<file path="src/rtl/core_sequencer.sv">
// rtl/core_sequencer.sv - tile sequencer producing the 34-bit core instruction word; optional ACC phase under SEQ_ACC_EN
module core_sequencer #(
  parameter int col      = 8,
  parameter int row      = 8,
  parameter int len_nij  = 36,
  parameter int len_onij = 16,
  parameter int len_kij  = 9
) (
  input  logic        clk,
  input  logic        reset,
  input  logic        start,
  input  logic        mode_in,
  input  logic        ofifo_valid,
  output logic [33:0] inst,
  output logic        busy,
  output logic        done,
  output logic [3:0]  kij
);

  localparam int CW = 16;
  localparam logic [CW-1:0] ONE = CW'(1);

`ifdef SEQ_ACC_EN
  typedef enum logic [3:0] {
    S_IDLE, S_W_L0, S_W_LOAD, S_GAP, S_X_L0, S_IF_WR, S_EXEC, S_OF_RD, S_ACC, S_DONE
  } state_t;
`else
  typedef enum logic [3:0] {
    S_IDLE, S_W_L0, S_W_LOAD, S_GAP, S_X_L0, S_IF_WR, S_EXEC, S_OF_RD, S_DONE
  } state_t;
`endif

  state_t          state_q, state_d;
  logic [CW-1:0]   cnt_q, cnt_d;     // cycle index in timed phases, accepted reads in OF_RD, j in ACC
  logic [3:0]      kij_q, kij_d;
  logic            mode_q, mode_d;
  logic [CW-1:0]   rd_n;             // index of the read issued in the upcoming OF_RD cycle
  logic            rd_fire;
`ifdef SEQ_ACC_EN
  logic [CW-1:0]   o_q, o_d;
`endif
  logic [33:0]     inst_q, inst_d;
  logic            busy_q, busy_d, done_q, done_d;

  // State, counters and registered outputs
  always_ff @(posedge clk) begin
    if (reset) begin
      state_q <= S_IDLE;
      cnt_q   <= '0;
      kij_q   <= '0;
      mode_q  <= 1'b0;
`ifdef SEQ_ACC_EN
      o_q     <= '0;
`endif
      inst_q  <= {1'b0, 1'b1, 1'b1, 11'd0, 1'b1, 1'b1, 9'd0, 1'b0, 1'b0, 7'd0};
      busy_q  <= 1'b0;
      done_q  <= 1'b0;
    end else begin
      state_q <= state_d;
      cnt_q   <= cnt_d;
      kij_q   <= kij_d;
      mode_q  <= mode_d;
`ifdef SEQ_ACC_EN
      o_q     <= o_d;
`endif
      inst_q  <= inst_d;
      busy_q  <= busy_d;
      done_q  <= done_d;
    end
  end

  // Next state: phase lengths, kij stepping and OF_RD read acceptance
  always_comb begin
    state_d = state_q;
    cnt_d   = cnt_q + ONE;
    kij_d   = kij_q;
    mode_d  = mode_q;
    rd_n    = '0;
    rd_fire = 1'b0;
`ifdef SEQ_ACC_EN
    o_d     = o_q;
`endif
    unique case (state_q)
      S_IDLE: begin
        cnt_d = '0;
        if (start) begin
          state_d = S_W_L0;
          kij_d   = '0;
          mode_d  = mode_in;
        end
      end
      S_W_L0:   if (cnt_q == CW'(col - 1))     begin state_d = S_W_LOAD; cnt_d = '0; end
      S_W_LOAD: if (cnt_q == CW'(col - 1))     begin state_d = S_GAP;    cnt_d = '0; end
      S_GAP:    if (cnt_q == CW'(9))           begin state_d = S_X_L0;   cnt_d = '0; end
      S_X_L0:   if (cnt_q == CW'(len_nij - 1)) begin state_d = S_IF_WR;  cnt_d = '0; end
      S_IF_WR:  if (cnt_q == CW'(len_nij - 1)) begin state_d = S_EXEC;   cnt_d = '0; end
      S_EXEC:   if (cnt_q == CW'(len_nij + col + row - 1)) begin state_d = S_OF_RD; cnt_d = '0; end
      S_OF_RD: begin
        cnt_d = cnt_q;
        if (cnt_q == CW'(len_onij)) begin
          cnt_d = '0;
          if (kij_q < 4'(len_kij - 1)) begin
            kij_d   = kij_q + 4'd1;
            state_d = S_W_L0;
          end else begin
`ifdef SEQ_ACC_EN
            state_d = S_ACC;
            o_d     = '0;
`else
            state_d = S_DONE;
`endif
          end
        end
      end
`ifdef SEQ_ACC_EN
      S_ACC: begin
        if (cnt_q == CW'(len_kij)) begin
          cnt_d = '0;
          if (o_q == CW'(len_onij - 1)) state_d = S_DONE;
          else                          o_d     = o_q + ONE;
        end
      end
`endif
      S_DONE: begin
        state_d = S_IDLE;
        cnt_d   = '0;
      end
      default: begin
        state_d = S_IDLE;
        cnt_d   = '0;
      end
    endcase
    // A read is issued only when the OFIFO reports data; cnt then counts it
    if (state_d == S_OF_RD) begin
      rd_n = cnt_d;
      if (ofifo_valid) begin
        rd_fire = 1'b1;
        cnt_d   = cnt_d + ONE;
      end
    end
  end

  // Output decode for the upcoming cycle, registered by the state process
  always_comb begin
    logic        acc, cen_p, wen_p, cen_x, wen_x;
    logic [10:0] a_p, a_x;
    logic        of_rd, if_wr, if_rd, l0_rd, l0_wr, exe, ld;
    acc = 1'b0; cen_p = 1'b1; wen_p = 1'b1; cen_x = 1'b1; wen_x = 1'b1;
    a_p = '0; a_x = '0;
    of_rd = 1'b0; if_wr = 1'b0; if_rd = 1'b0; l0_rd = 1'b0; l0_wr = 1'b0; exe = 1'b0; ld = 1'b0;
    unique case (state_d)
      S_W_L0:   begin l0_wr = 1'b1; cen_x = 1'b0; a_x = 11'd1024 + cnt_d[10:0]; end
      S_W_LOAD: begin ld = 1'b1; l0_rd = 1'b1; end
      S_X_L0:   begin l0_wr = 1'b1; cen_x = 1'b0; a_x = cnt_d[10:0]; end
      S_IF_WR:  begin l0_rd = 1'b1; if_wr = 1'b1; end
      S_EXEC:   begin exe = 1'b1; if_rd = 1'b1; end
      S_OF_RD: begin
        if (rd_fire) begin
          of_rd = 1'b1;
          cen_p = 1'b0;
          wen_p = 1'b0;
          a_p   = 11'(32'(kij_d) * len_onij + 32'(rd_n));
        end
      end
`ifdef SEQ_ACC_EN
      S_ACC: begin
        acc = (cnt_d != '0);
        if (cnt_d < CW'(len_kij)) begin
          cen_p = 1'b0;
          a_p   = 11'(32'(cnt_d) * len_onij + 32'(o_d));
        end
      end
`endif
      default: ;
    endcase
    // A_xmem[1] is deliberately dropped from the word
    inst_d = {acc, cen_p, wen_p, a_p, cen_x, wen_x, a_x[10:2], mode_d, a_x[0],
              of_rd, if_wr, if_rd, l0_rd, l0_wr, exe, ld};
    busy_d = !(state_d == S_IDLE || state_d == S_DONE);
    done_d = (state_d == S_DONE);
  end

  assign inst = inst_q;
  assign busy = busy_q;
  assign done = done_q;
  assign kij  = kij_q;

endmodule

</file>
<file path="config.mk">
export PLATFORM = sky130hd
export DESIGN_NAME = core_sequencer
export DESIGN_NICKNAME = d
export VERILOG_FILES = /design/src/rtl/core_sequencer.sv
export SDC_FILE = /design/constraint.sdc
export NUM_CORES = 1
export LEC_CHECK = 0
export BUFFER_PORTS_ARGS = -buffer_cell sky130_fd_sc_hd__buf_2
export CAP_MARGIN = 10
export CORE_UTILIZATION = 57
export DETAILED_ROUTE_END_ITERATION = 12
export PLACE_DENSITY = 0.79
export SYNTH_ARGS = -nofsm -noshare
export SYNTH_HDL_FRONTEND = slang
export SYNTH_SLANG_ARGS = --single-unit
</file>
<file path="constraint.sdc">
create_clock -name clk -period 4.83 [get_ports clk]
set_input_delay 0.2415 -clock clk [delete_from_list [all_inputs] [get_ports clk]]
set_output_delay 0.2415 -clock clk [all_outputs]
set_load 0.01 [all_outputs]
</file>
---- Word level (Yosys, flattened, before mapping) ----
Index checks and enable logic that the tools add are counted.
word-level totals
  output and inout port bits .............. 40
  bits of input ports ..................... 5
  register bits ........................... 60
cells by class
  reductions and logical operators ........ 10
  $add $sub $neg .......................... 5
  multiplexer cells ....................... 37
  bitwise logic cells ..................... 2
  eq/ne operators ......................... 19
  $lt $le $gt $ge ......................... 1
operator list
  operator                                            number
  two-way mux 16 bit                                  7
  one-hot mux 16 bit (5 select lines)                 1
  two-way mux 4 bit                                   12
  adder 16 x 1 -> 16 bit (second input constant)      2
  == test 16 x 6 -> 1 bit (second input constant)     2
  == test 4 x 3 -> 1 bit (second input constant)      8
  one-hot mux 4 bit (8 select lines)                  1
  one-hot mux 11 bit (2 select lines)                 1
  == test 16 x 3 -> 1 bit (second input constant)     1
  == test 16 x 4 -> 1 bit (second input constant)     1
  == test 16 x 5 -> 1 bit (second input constant)     1
  two-way mux 1 bit                                   13
  == test 4 x 2 -> 1 bit (second input constant)      3
  adder 11 bit (first input constant)                 1
  adder 8 x 11 -> 11 bit                              1
  two-way mux 11 bit                                  1
  OR reduction 2 bit                                  5
  == test 4 x 1 -> 1 bit (second input constant)      2
  logical NOT 4 bit                                   2
  one-hot mux 4 bit (2 select lines)                  1
  adder 4 x 1 -> 4 bit (second input constant)        1
  == test 4 bit (second input constant)               1
  less-than comparator 4 bit (second input constant)  1
  OR reduction 3 bit                                  1
  other kinds (3)                                     4

---- Longest topological paths before layout ----
  depth in word-level cells ............... 8
  gate-level depth with buffers ........... 17

---- Least setup slack after synthesis ----
No wires, ideal clock.
  path type ............................... flip-flop to flip-flop
  from .................................... register cnt_q[13]
  to ...................................... register inst_q[30] (netlist: inst[30])
  setup slack ............................. 1290 ps
  stages on the path, launching flop included .. 16
  data arrival time ....................... 3462 ps
  setup time .............................. 78 ps
  cell sequence ........................... dfxtp_1 -> or4_1 -> buf_2 -> or4_1 -> clkbuf_1 -> or3_1 -> o21ai_0 -> ha_1 -> inv_1 -> fa_1 -> nor2b_1 -> o21ai_0 -> nand2b_1 -> nand3_1 -> mux2i_1 -> nor3_1
RTL lines
  item                                RTL line  RTL
  start, declared                     34        logic [CW-1:0] cnt_q, cnt_d;
  start signal, assigned              60        cnt_q <= cnt_d;
  == test 16 x 5 -> 1 bit             100       if (cnt_q == CW'(len_onij)) begin
  two-way mux 4 bit                   100
  one-hot mux 4 bit (2 select lines)  83        unique case (state_q)
  net kij_d[0]                        35        logic [3:0] kij_q, kij_d;
  adder 8 x 11 -> 11 bit              162       a_p = 11'(32'(kij_d) * len_onij + 32'(rd_n));
  end signal, assigned                55        inst_q <= {1'b0, 1'b1, 1'b1, 11'd0, 1'b1, 1'b1, 9'd0, 1'b0, 1'b0, 7'd0};
  end signal, assigned                66        inst_q <= inst_d;
  end, declared                       42        logic [33:0] inst_q, inst_d;
The timed path passes the listed nets, and every way through them passes these cells.
A chain may end at the register's enable or synchronous reset.

---- Worst setup path in the final report ----
Ends and elaborated chain as after synthesis.

==> run metrics <==
Final ANT Viol Nets=0; NetSw=187 uW; Placed Instance Area=0.00343 mm^2; maximum fanout along the worst path=7; RSZ-0062 raised after global routing=false; min-delay src=mode_in; CTS root buf=clkbuf_8; diode count=0; design area=0.00353 mm^2; Pint=634 uW; ys flop type=dfxtp_1; total track usage=27.5%; Syn. warnings=0; DRT Pass-1 Iters=6; final worst slack=774 ps; Final Hold Viols=0; sequential area share after synthesis=34.7%; Min-Delay Path Depth=3; initial antenna violation count=0; commonest non-fill, non-tap cell in the layout=dfxtp_1; Via Count=3050; EDFF count, synth=0; largest net degree at the start of global routing=36; global-route wire length before repair=13100 um; layout net count=450; Rel. slew slack=56.3%; gpl congestion=0.877; Critical Path End Type=flip-flop; Util after Layout=64.4%; Max Slew Vio Count=0; Top Layer Used=met4; most frequent cells in the layout=dfxtp_1, nor2_1, buf_2, nand2_1, nand3_1; DR iter-0 viols=280; Min-Delay Path Class=primary input to flip-flop; die footprint=0.00597 mm^2; CTS tree=done; R2R cell count=13; # DRC=0; Buffers on Ports=42; reg-to-reg slack, setup=770 ps; final WL=7740 um; Reg clk slew, reported paths=100 ps; post-synthesis cell area=0.00323 mm^2; min Tclk post-route=4060 ps; number of global-route vias before repair=2764; Longest Clk Path Bufs=2; filler instances=510; worst skew pair latency=310 ps; CP required=5060 ps; period utilisation layout=84.0%; # resized after CTS=0; Peak VDD IR=0.000157 V; status=completed; max-cap viol count=0; routed length on met1=3490 um; clk sink count=56; Initial Utilization=59.0%; CTS HTree Levels=2; Die Width=77.2 um; DP Worst Slack=854 ps; Critical Path Source Type=flip-flop; TNS Setup=0 ps; cell count after synthesis=408; sink of the worst hold path=inst[8]; Die Y=77.2 um; I/O Pins=45; hold buffer count at CTS=0; Post-synth ARST share=0%; grt total ovfl=0; clock power share=35.6%; Flop pwr share=57.5%; switching share of total power=22.7%; post-synthesis cell type count=58; reg-to-reg critical path endpoint=inst[30]; Met2 Wirelength=3640 um; DR WL/cell=15.3 um; post-CTS setup buffers=0; RR Startpoint=cnt_q[13]; Max Freq=0.247 GHz; worst path arrival time=4280 ps; detailed placer's ending HPWL=5700 um; syn nets=424; Comb power frac=6.9%; Slew @ Worst Pin=656 ps; TritonCTS Buffers=5; skew final=11.1 ps; critical path class=flip-flop to flip-flop; Area growth syn-to-layout=9.27%; # setup viols final=0; Mean Syn Cell Area=7.91 um^2; std cell rows=27; core area=0.00547 mm^2; Static Leakage=0.00146 uW; Cell Pwr Density=233 mW/mm^2; post-DR vias/cell=6.04; share of cells above drive strength 1=13.9%; wire length on met3=507 um; flop and latch count out of synthesis=56
-- cell usage after synthesis, drive strengths merged (5+ instances only) --
| master | n | area (um^2) |
|---|---|---|
| dfxtp | 56 | 1120 |
| nor2 | 52 | 195 |
| nand2 | 34 | 128 |
| nand3 | 23 | 115 |
| o21ai | 23 | 115 |
| a21oi | 21 | 109 |
| clkbuf | 18 | 67.6 |
| nor3 | 17 | 90.1 |
| nor2b | 15 | 93.8 |
| inv | 14 | 52.6 |
| nor4 | 14 | 118 |
| ha | 10 | 125 |
| xnor2 | 10 | 87.6 |
| and3 | 7 | 43.8 |
| buf | 7 | 47.6 |
| xor2 | 7 | 61.3 |
| o31ai | 6 | 45.0 |
| or4 | 6 | 48.8 |
| a211oi | 5 | 50.1 |
| and2 | 5 | 31.3 |
| mux2i | 5 | 50.1 |
| nor3b | 5 | 37.5 |
| o22ai | 5 | 31.3 |
-- worst max-delay path by stage --
stage | startpoint | end | depth (start not counted)
finish | cnt_q[13] | inst[30] | 13
global route | cnt_q[13] | inst[30] | 13
CTS | cnt_q[13] | inst[30] | 13
detailed placement | cnt_q[13] | inst[30] | 13
global placement | cnt_q[13] | inst[30] | 13
floorplan | cnt_q[13] | inst[30] | 15
-- power groups by stage --
stage / Combinational, uW / Clock (uW) / Sequential [uW]
3_3_place_gp: 54.4 / 0 / 482
3_5_place_dp: 56.0 / 0 / 483
2_1_floorplan: 41.2 / 0 / 483
4_1_cts: 56.6 / 301 / 472
5_1_grt: 63.0 / 315 / 473
6_report: 56.9 / 292 / 472
-- kinds of logic after synthesis --
kind of cell	count (synthesis)	synth area share, %
flip-flops	56	34.7
other	2	0.233
XOR/XNOR	17	4.61
AND/OR/NAND/NOR	199	32.9
adder cells (fa/ha/maj)	11	4.50
buffers and inverters	39	5.20
multiplexers	7	2.25
AO/OA/AOI/OAI	77	15.6
-- cell type report --
class / count / area (um^2) / share of cell area (%)
flip-flops and latches: 56 / 1120 / 31.8
clock inverters: 1 / 30.0 / 0.852
well taps: 72 / 90.1 / 2.56
clock buffers: 5 / 68.8 / 1.95
inverters: 14 / 52.6 / 1.49
multi-input cells: 313 / 1940 / 55.0
repair buffers: 44 / 225 / 6.39
-- per-stage QoR --
stage | power (uW) | hold slack, ps | std cells
3_5_place_dp | 539 | 508 | 499
6_report | 821 | 199 | 505
3_3_place_gp | 537 | 470 | 499
4_1_cts | 829 | 192 | 505
2_1_floorplan | 524 | 385 | 408
5_1_grt | 851 | 214 | 505
-- sequential cells by signal, indices dropped and copies added (netlist names) --
name,count
done,1
kij,4
inst,30
busy,1
state_q,4
cnt_q,16
-- layer usage --
| metal | vias up | GRT usage, % |
|---|---|---|
| li1 | 1482 | - |
| met2 | 119 | 45.5 |
| met5 | - | 0 |
| met1 | 1438 | 36.9 |
| met3 | 11 | 4.40 |
| met4 | 0 | 7.17 |
-- worst max-delay path, cell delays in order, from the launching register on --
cell and delay [ps]:
dfxtp_1 370, or4_1 690, or4_1 720, or3_1 440
o21ai_0 260, ha_1 210, inv_1 60, fa_1 380
nor2b_1 170, o21ai_0 120, nand2b_1 140, nand3_1 110
mux2i_1 130, nor3_1 170
(Power assumes the default switching activity.)
